$ cat config.mk
export PLATFORM = sky130hd
export DESIGN_NAME = osc_meas_ctrl
export DESIGN_NICKNAME = d
export VERILOG_FILES = /design/src/rtl/osc_meas_pkg.sv /design/src/rtl/osc_meas_ctrl_edge_sync.sv /design/src/rtl/osc_meas_ctrl.sv
export SDC_FILE = /design/constraint.sdc
export NUM_CORES = 1
export LEC_CHECK = 0
export ABC_AREA = 1
export BUFFER_PORTS_ARGS = -buffer_cell sky130_fd_sc_hd__buf_2
export CELL_PAD_IN_SITES_DETAIL_PLACEMENT = 1
export CELL_PAD_IN_SITES_GLOBAL_PLACEMENT = 2
export CORE_MARGIN = 10
export CORE_UTILIZATION = 39
export CTS_BUF_LIST = sky130_fd_sc_hd__clkbuf_4 sky130_fd_sc_hd__clkbuf_8
export DETAILED_ROUTE_END_ITERATION = 7
export GPL_TIMING_DRIVEN = 0
export PLACE_DENSITY = 0.88
export SLEW_MARGIN = 10
export SYNTH_ARGS = -nofsm -noshare
export SYNTH_HDL_FRONTEND = slang
export SYNTH_HIERARCHICAL = 1
export SYNTH_SLANG_ARGS = --single-unit
$ cat constraint.sdc
create_clock -name wb_clk_i -period 4.36 [get_ports wb_clk_i]
set_input_delay 0.872 -clock wb_clk_i [delete_from_list [all_inputs] [get_ports wb_clk_i]]
set_output_delay 0.872 -clock wb_clk_i [all_outputs]
set_load 0.03 [all_outputs]
$ cat src/rtl/osc_meas_pkg.sv
// Shared definitions for the oscillator measurement controller:
// FSM state encoding, register offsets and CTRL/STATUS bit positions.
package osc_meas_pkg;

  typedef enum logic [2:0] {
    ST_IDLE   = 3'd0,
    ST_SETTLE = 3'd1,
    ST_GATE   = 3'd2,
    ST_STORE  = 3'd3,
    ST_NEXT   = 3'd4
  } state_t;

  // Register offsets, decoded from wbs_adr_i[4:2]
  localparam logic [2:0] REG_CTRL    = 3'd0;
  localparam logic [2:0] REG_GATE    = 3'd1;
  localparam logic [2:0] REG_STATUS  = 3'd2;
  localparam logic [2:0] REG_RESULT0 = 3'd3;
  localparam logic [2:0] REG_RESULT1 = 3'd4;

  // CTRL bit positions
  localparam int CTRL_START   = 0;
  localparam int CTRL_CONT    = 1;
  localparam int CTRL_MASK_LO = 2;
  localparam int CTRL_MASK_HI = 3;
  localparam int CTRL_IRQ_EN  = 4;

  // STATUS bit positions
  localparam int STAT_BUSY    = 0;
  localparam int STAT_DONE_LO = 1;
  localparam int STAT_DONE_HI = 2;
  localparam int STAT_OVF_LO  = 3;
  localparam int STAT_OVF_HI  = 4;

  // One-hot enable for the selected channel
  function automatic logic [1:0] ch_onehot(input logic ch);
    return ch ? 2'b10 : 2'b01;
  endfunction

endpackage

$ cat src/rtl/osc_meas_ctrl_edge_sync.sv
// Two-flop synchronizer followed by an edge flop for one asynchronous
// oscillator input. 'rise' is a single-cycle pulse per synchronized rising edge.
module osc_edge_sync (
  input  logic clk,
  input  logic rst_n,
  input  logic osc,
  output logic rise
);

  logic meta;
  logic sync;
  logic prev;

  // Resynchronize the oscillator and keep one cycle of history for edge detection
  always_ff @(posedge clk or negedge rst_n) begin
    if (!rst_n) begin
      meta <= 1'b0;
      sync <= 1'b0;
      prev <= 1'b0;
    end else begin
      meta <= osc;
      sync <= meta;
      prev <= sync;
    end
  end

  assign rise = sync & ~prev;

endmodule

$ cat src/rtl/osc_meas_ctrl.sv
// Two-channel ring-oscillator frequency measurement controller with a
// Wishbone slave register interface. Each masked channel is enabled, allowed
// to settle, then its rising edges are counted over a programmable gate.
// Optional feature: define OSC_MEAS_IRQ_EN to add the level interrupt irq_o
// (irq_en & |done); without it CTRL[4] reads 0 and there is no irq_o port.
// Counts are only meaningful for oscillator frequencies below half wb_clk_i.
module osc_meas_ctrl
  import osc_meas_pkg::*;
#(
  parameter int CNT_W      = 24,
  parameter int SETTLE_CYC = 256
) (
  input  logic        wb_clk_i,
  input  logic        wb_rst_ni,
  input  logic        wbs_cyc_i,
  input  logic        wbs_stb_i,
  input  logic        wbs_we_i,
  input  logic [3:0]  wbs_sel_i,
  input  logic [31:0] wbs_adr_i,
  input  logic [31:0] wbs_dat_i,
  output logic        wbs_ack_o,
  output logic [31:0] wbs_dat_o,
  input  logic [1:0]  osc_out_i,
  output logic [1:0]  osc_en_o,
  output logic        busy_o
`ifdef OSC_MEAS_IRQ_EN
  ,
  output logic        irq_o
`endif
);

  localparam logic [CNT_W-1:0] CNT_MAX     = '1;
  localparam logic [31:0]      SETTLE_LAST = (SETTLE_CYC > 0) ? 32'(SETTLE_CYC - 1) : 32'd0;

  state_t            state;
  state_t            state_nxt;
  logic              cur_ch;
  logic              ch_nxt;
  logic [31:0]       timer;
  logic [15:0]       gate_lat;
  logic [CNT_W-1:0]  cnt;
  logic [CNT_W-1:0]  result0;
  logic [CNT_W-1:0]  result1;
  logic [1:0]        done;
  logic [1:0]        ovf;
  logic [1:0]        done_set;
  logic [1:0]        ovf_set;
  logic [1:0]        done_clr;
  logic [1:0]        ovf_clr;
  logic              ctrl_cont;
  logic [1:0]        ctrl_mask;
  logic              ctrl_irq_en;
  logic [15:0]       gate_len;
  logic [1:0]        rise;
  logic              rise_sel;
  logic              access;
  logic              wr_en;
  logic [2:0]        reg_sel;
  logic              start_req;
  logic [1:0]        start_mask;
  logic              measuring;
  logic [31:0]       rd_data;
  logic              unused_bits;

  assign access     = wbs_cyc_i & wbs_stb_i & ~wbs_ack_o;
  assign wr_en      = access & wbs_we_i;
  assign reg_sel    = wbs_adr_i[4:2];
  assign start_req  = wr_en && (reg_sel == REG_CTRL) && wbs_sel_i[0] && wbs_dat_i[CTRL_START];
  assign start_mask = wbs_dat_i[CTRL_MASK_HI:CTRL_MASK_LO];
  assign done_clr   = (wr_en && (reg_sel == REG_STATUS) && wbs_sel_i[0]) ?
                      wbs_dat_i[STAT_DONE_HI:STAT_DONE_LO] : 2'b00;
  assign ovf_clr    = (wr_en && (reg_sel == REG_STATUS) && wbs_sel_i[0]) ?
                      wbs_dat_i[STAT_OVF_HI:STAT_OVF_LO] : 2'b00;
  assign unused_bits = ^{wbs_adr_i[31:5], wbs_adr_i[1:0], wbs_sel_i[3:2], wbs_dat_i[31:16]};

  osc_edge_sync u_sync0 (
    .clk   (wb_clk_i),
    .rst_n (wb_rst_ni),
    .osc   (osc_out_i[0]),
    .rise  (rise[0])
  );

  osc_edge_sync u_sync1 (
    .clk   (wb_clk_i),
    .rst_n (wb_rst_ni),
    .osc   (osc_out_i[1]),
    .rise  (rise[1])
  );

  assign rise_sel  = rise[cur_ch];
  assign measuring = (state == ST_SETTLE) || (state == ST_GATE) || (state == ST_STORE);
  // Derived from registered state only, so an async reset drops the enable at once
  assign osc_en_o  = measuring ? ch_onehot(cur_ch) : 2'b00;
  assign busy_o    = (state != ST_IDLE);

`ifdef OSC_MEAS_IRQ_EN
  assign irq_o = ctrl_irq_en & (|done);
`else
  assign ctrl_irq_en = 1'b0;
`endif

  // State and active-channel register
  always_ff @(posedge wb_clk_i or negedge wb_rst_ni) begin
    if (!wb_rst_ni) begin
      state  <= ST_IDLE;
      cur_ch <= 1'b0;
    end else begin
      state  <= state_nxt;
      cur_ch <= ch_nxt;
    end
  end

  // Next-state logic; channels are visited 0 then 1 among the live mask
  always_comb begin
    state_nxt = state;
    ch_nxt    = cur_ch;
    case (state)
      ST_IDLE: begin
        if (start_req && (start_mask != 2'b00)) begin
          state_nxt = ST_SETTLE;
          ch_nxt    = ~start_mask[0];
        end
      end
      ST_SETTLE: begin
        if (timer == SETTLE_LAST) state_nxt = ST_GATE;
      end
      ST_GATE: begin
        if (timer == (32'(gate_lat) - 32'd1)) state_nxt = ST_STORE;
      end
      ST_STORE: begin
        state_nxt = ST_NEXT;
      end
      ST_NEXT: begin
        if (!cur_ch && ctrl_mask[1]) begin
          state_nxt = ST_SETTLE;
          ch_nxt    = 1'b1;
        end else if (ctrl_cont && (ctrl_mask != 2'b00)) begin
          state_nxt = ST_SETTLE;
          ch_nxt    = ~ctrl_mask[0];
        end else begin
          state_nxt = ST_IDLE;
        end
      end
      default: state_nxt = ST_IDLE;
    endcase
  end

  // Phase timer restarts on every state change
  always_ff @(posedge wb_clk_i or negedge wb_rst_ni) begin
    if (!wb_rst_ni) begin
      timer <= 32'd0;
    end else if (state_nxt != state) begin
      timer <= 32'd0;
    end else if ((state == ST_SETTLE) || (state == ST_GATE)) begin
      timer <= timer + 32'd1;
    end
  end

  // Gate length is captured and the edge counter cleared on GATE entry; counter saturates
  always_ff @(posedge wb_clk_i or negedge wb_rst_ni) begin
    if (!wb_rst_ni) begin
      cnt      <= '0;
      gate_lat <= 16'd0;
    end else if ((state == ST_SETTLE) && (state_nxt == ST_GATE)) begin
      cnt      <= '0;
      gate_lat <= (gate_len == 16'd0) ? 16'd1 : gate_len;
    end else if ((state == ST_GATE) && rise_sel && (cnt != CNT_MAX)) begin
      cnt <= cnt + CNT_W'(1);
    end
  end

  assign done_set = (state == ST_STORE) ? ch_onehot(cur_ch) : 2'b00;
  assign ovf_set  = ((state == ST_STORE) && (cnt == CNT_MAX)) ? ch_onehot(cur_ch) : 2'b00;

  // Results and sticky status flags; a set in STORE beats a simultaneous clear
  always_ff @(posedge wb_clk_i or negedge wb_rst_ni) begin
    if (!wb_rst_ni) begin
      result0 <= '0;
      result1 <= '0;
      done    <= 2'b00;
      ovf     <= 2'b00;
    end else begin
      done <= (done & ~done_clr) | done_set;
      ovf  <= (ovf & ~ovf_clr) | ovf_set;
      if (state == ST_STORE) begin
        if (cur_ch) result1 <= cnt;
        else        result0 <= cnt;
      end
    end
  end

  // Writable configuration registers with per-byte enables
  always_ff @(posedge wb_clk_i or negedge wb_rst_ni) begin
    if (!wb_rst_ni) begin
      ctrl_cont <= 1'b0;
      ctrl_mask <= 2'b00;
      gate_len  <= 16'd0;
    end else if (wr_en) begin
      case (reg_sel)
        REG_CTRL: begin
          if (wbs_sel_i[0]) begin
            ctrl_cont <= wbs_dat_i[CTRL_CONT];
            ctrl_mask <= wbs_dat_i[CTRL_MASK_HI:CTRL_MASK_LO];
          end
        end
        REG_GATE: begin
          if (wbs_sel_i[0]) gate_len[7:0]  <= wbs_dat_i[7:0];
          if (wbs_sel_i[1]) gate_len[15:8] <= wbs_dat_i[15:8];
        end
        default: ;
      endcase
    end
  end

`ifdef OSC_MEAS_IRQ_EN
  // Interrupt enable lives in CTRL byte 0 alongside the other control bits
  always_ff @(posedge wb_clk_i or negedge wb_rst_ni) begin
    if (!wb_rst_ni) begin
      ctrl_irq_en <= 1'b0;
    end else if (wr_en && (reg_sel == REG_CTRL) && wbs_sel_i[0]) begin
      ctrl_irq_en <= wbs_dat_i[CTRL_IRQ_EN];
    end
  end
`endif

  // Read multiplexer; unmapped offsets return zero
  always_comb begin
    rd_data = 32'd0;
    case (reg_sel)
      REG_CTRL: begin
        rd_data[CTRL_CONT]                 = ctrl_cont;
        rd_data[CTRL_MASK_HI:CTRL_MASK_LO] = ctrl_mask;
        rd_data[CTRL_IRQ_EN]               = ctrl_irq_en;
      end
      REG_GATE:    rd_data[15:0] = gate_len;
      REG_STATUS: begin
        rd_data[STAT_BUSY]                 = busy_o;
        rd_data[STAT_DONE_HI:STAT_DONE_LO] = done;
        rd_data[STAT_OVF_HI:STAT_OVF_LO]   = ovf;
      end
      REG_RESULT0: rd_data[CNT_W-1:0] = result0;
      REG_RESULT1: rd_data[CNT_W-1:0] = result1;
      default: ;
    endcase
  end

  // Single-cycle ack one clock after cyc&stb; the ack itself blocks a back-to-back ack
  always_ff @(posedge wb_clk_i or negedge wb_rst_ni) begin
    if (!wb_rst_ni) begin
      wbs_ack_o <= 1'b0;
      wbs_dat_o <= 32'd0;
    end else begin
      wbs_ack_o <= access;
      wbs_dat_o <= (access && !wbs_we_i) ? rd_data : 32'd0;
    end
  end

endmodule
==> results by group <==
Drt
  • Vias per inst: 5.08
  • Pre-Repair DR Iteration Count: 5
  • Drt first-iter violations: 467
  • WL final: 28200 microns
  • Routed wirelength normalized by instance count: 17.8 microns
  • DRC: 0
  • Remaining antenna violation count after routing: 0
  • Via count: 8073

Synthesis
  • Synth Register Bits: 178
  • Share of flip-flops with an asynchronous set or reset after synthesis: 1.00
  • Post-Syn Instances: 1173
  • Cell area after synthesis: 9430 sq um
  • Biggest area consumer among synthesized cells: sky130_fd_sc_hd__dfrtp_1
  • Most frequently used cell type in the post-synthesis netlist: sky130_fd_sc_hd__nand2_1
  • Number of enable-type register cells in the synthesized netlist: 0
  • Fraction of synthesized cell area taken by the top area cell type: 0.473
  • Top post-synthesis cells by area: sky130_fd_sc_hd__dfrtp_1 47%, sky130_fd_sc_hd__nand2_1 11%, sky130_fd_sc_hd__nor2_1 5.5%
  • Yosys warning count: 6
  • Average cell area after synthesis: 8.04 sq um
  • Most used flip-flop cell after synthesis: sky130_fd_sc_hd__dfrtp_1
  • Count of distinct cell types in the synthesized netlist: 43
  • Share of the yosys chip area belonging to registers: 0.473
  • Commonest cells in the synthesized netlist: 283 x sky130_fd_sc_hd__nand2_1, 178 x sky130_fd_sc_hd__dfrtp_1, 137 x sky130_fd_sc_hd__nor2_1, 136 x sky130_fd_sc_hd__inv_1, 95 x sky130_fd_sc_hd__o21ai_0

Critical path
  • Critical path class: reg -> out
  • Start of the worst register-to-register path: gate_lat[0]
  • Worst R2R Setup Slack: 1.89 ns
  • Number of cells traversed by the worst register-to-register path: 16
  • Required time of the critical path: 3.49 ns
  • Worst endpoint data arrival time: 1.77 ns
  • R2R Path End: timer[2]
  • Crit path max fanout: 7
  • Crit start category: flip-flop
  • Kind of end point of the critical path: output pin

Job
  • Maximum capacitance violations: 0

Global route
  • Number of global-route vias before repair: 8490
  • Global-route congestion overflow total: 0
  • Antenna violations before repair: 0
  • Maximum number of pins on one net before global-route repair: 68
  • Aggregate global-route resource usage: 0.187
  • First-pass GRT wire length: 46000 microns

Clock network
  • Number of hold buffers added after CTS: 0
  • Worst-skew pair later-pin latency: 0.48 ns
  • CTS Sinks: 178
  • Count of cells resized by post-cts repair: 0
  • Bufs on Longest Clock Path: 2
  • Maximum level of the CTS H-tree: 4
  • Post-CTS Setup Repair Bufs: 0
  • Library cell used as clock root buffer: sky130_fd_sc_hd__clkbuf_8
  • Clock-pin slew of the registers on the worst-case setup and hold paths: 0.11 ns
  • Cts bufs inserted: 17
  • CTS tree: yes

Timing
  • Post-route minimum period: 2.65 ns
  • Setup clock skew after layout: 0.0208 ns
  • Setup TNS Final: 0 ns
  • Max-slew headroom: 0.453
  • Final Setup Violations: 0
  • Unrepaired setup endpoints after global routing: false
  • Max Clk Rate: 378 MHz
  • Final-report max-slew violation count: 0
  • Worst-margin pin slew: 0.815 ns
  • Final period util: 0.607
  • Hold Vio Cnt, Final: 0

Finish
  • Final core utilization: 0.450
  • Number of inserted diodes: 0
  • Layout Area Growth over Synthesis: 12.7%
  • Proportion of layout cells with a drive suffix above 1: 0.146
  • Post-route insts no fill: 1588
  • Fin nets: 1334
  • Layout filler cell count: 2961
  • Final cell area excluding filler cells: 10600 sq um

Power and ir drop
  • Leak Pwr: 5.01 nW
  • Total power draw: 3.06 mW
  • PD cells: 288 nW/um^2
  • Max rail drop VDD: 0.178 mV

Hold path
  • Kind of path behind the tightest hold check: in -> async

Place
  • DPL Wire Length: 21800 microns
  • PortBufs: 55
  • Gpl congestion: 0.871
  • Placed Instances: 1556
  • Dpl cell area: 10200 sq um

Status
  • Status: finished, final reports clean

Floorplan
  • Die outline height: 175 microns
  • Core Area: 23600 sq um
  • Total I/O pin count: 111
  • Horizontal extent of the die: 175 microns
  • Initial core utilization: 0.399
  • Number of placement rows: 56
  • Total Die Area: 30800 sq um
[layout by cell type, fill, tap and decap left out, drive strengths merged, types with 2 or more instances in the layout]
cell type	netlist	final
nand2	291	291
a221oi	15	15
xnor2	10	10
nand3	59	59
clkinv	0	9
buf	16	73
nor4	6	6
nor3	25	25
nand4	24	24
nor2	185	185
and2	2	2
o211ai	3	3
ha	3	3
clkbuf	23	40
nand3b	3	3
a22oi	2	2
dfrtp	178	178
a21oi	31	31
o21ai	105	105
conb	1	8
inv	146	152
xor2	37	37
or2	2	2
[logic make-up (layout without fill, tap and decap cells)]
group | Yosys count | after routing | share of synthesized area
other | 1 | 8 | 0.000398
AND/OR/NAND/NOR | 599 | 599 | 0.302
flip-flops | 178 | 178 | 0.473
adder cells (fa/ha/maj) | 3 | 3 | 0.00398
buffers and inverters | 185 | 274 | 0.0830
XOR/XNOR | 47 | 47 | 0.0445
AO/OA/AOI/OAI | 160 | 160 | 0.0941
[power by group]
group	internal [mW]	total [mW]	switching (mW)
registers	1.68	1.70	0.0151
clock network	0.451	1.21	0.756
logic	0.0433	0.161	0.118
total	2.18	3.06	0.889
[metal layers]
metal	share of wire	vias to the layer above	track usage
li1	-	3896	-
met5	0	-	0
met3	0.051	15	0.0371
met4	0.0083	0	0.0392
met2	0.44	170	0.285
met1	0.50	3992	0.269
[worst max path at each step]
stage / startpoint / end / slack [ns]
3_3_place_gp: wb_rst_ni / cnt[17] / -0.58
3_5_place_dp: wbs_stb_i / timer[11] / 1.49
2_1_floorplan: wbs_stb_i / timer[1] / 2.07
5_1_grt: cur_ch / osc_en_o[1] / 1.60
6_report: cur_ch / osc_en_o[1] / 1.71
4_1_cts: cur_ch / osc_en_o[1] / 1.70
[cell type report]
type | count | area (sq um) | share of cell area
sequential | 178 | 4450 | 0.419
multi-input combinational | 817 | 4220 | 0.397
inverter | 146 | 548 | 0.0516
tap | 319 | 399 | 0.0376
timing repair buffer | 57 | 340 | 0.0320
clock buffer | 17 | 234 | 0.0220
buffer | 39 | 234 | 0.0220
clock inverter | 15 | 201 | 0.0190
[state kept, by name (all words and copies together), names as in the netlist]
| signal | count |
|---|---|
| cnt | 24 |
| ctrl_cont | 1 |
| ctrl_mask | 2 |
| cur_ch | 1 |
| done | 2 |
| gate_lat | 16 |
| gate_len | 16 |
| ovf | 2 |
| result0 | 24 |
| result1 | 24 |
| state | 3 |
| timer | 32 |
| u_sync0/meta | 1 |
| u_sync0/prev | 1 |
| u_sync0/sync | 1 |
| u_sync1/meta | 1 |
| u_sync1/prev | 1 |
| u_sync1/sync | 1 |
| wbs_ack_o | 1 |
| wbs_dat_o | 24 |
[through the flow]
stage                     hold slack [ns]  setup slack (ns)
after floorplan                     0.331              2.07
after global placement              0.336            -0.584
after detailed placement            0.338              1.49
after CTS                           0.306              1.70
after global routing                0.300              1.60
final                               0.294              1.71
[worst max-delay path, cell delays in order (launching register included)]
cell and delay [ns]:
sky130_fd_sc_hd__dfrtp_1 0.52, sky130_fd_sc_hd__inv_1 0.20, sky130_fd_sc_hd__nor3_1 0.33, sky130_fd_sc_hd__buf_2 0.27
(Power assumes the default switching activity.)
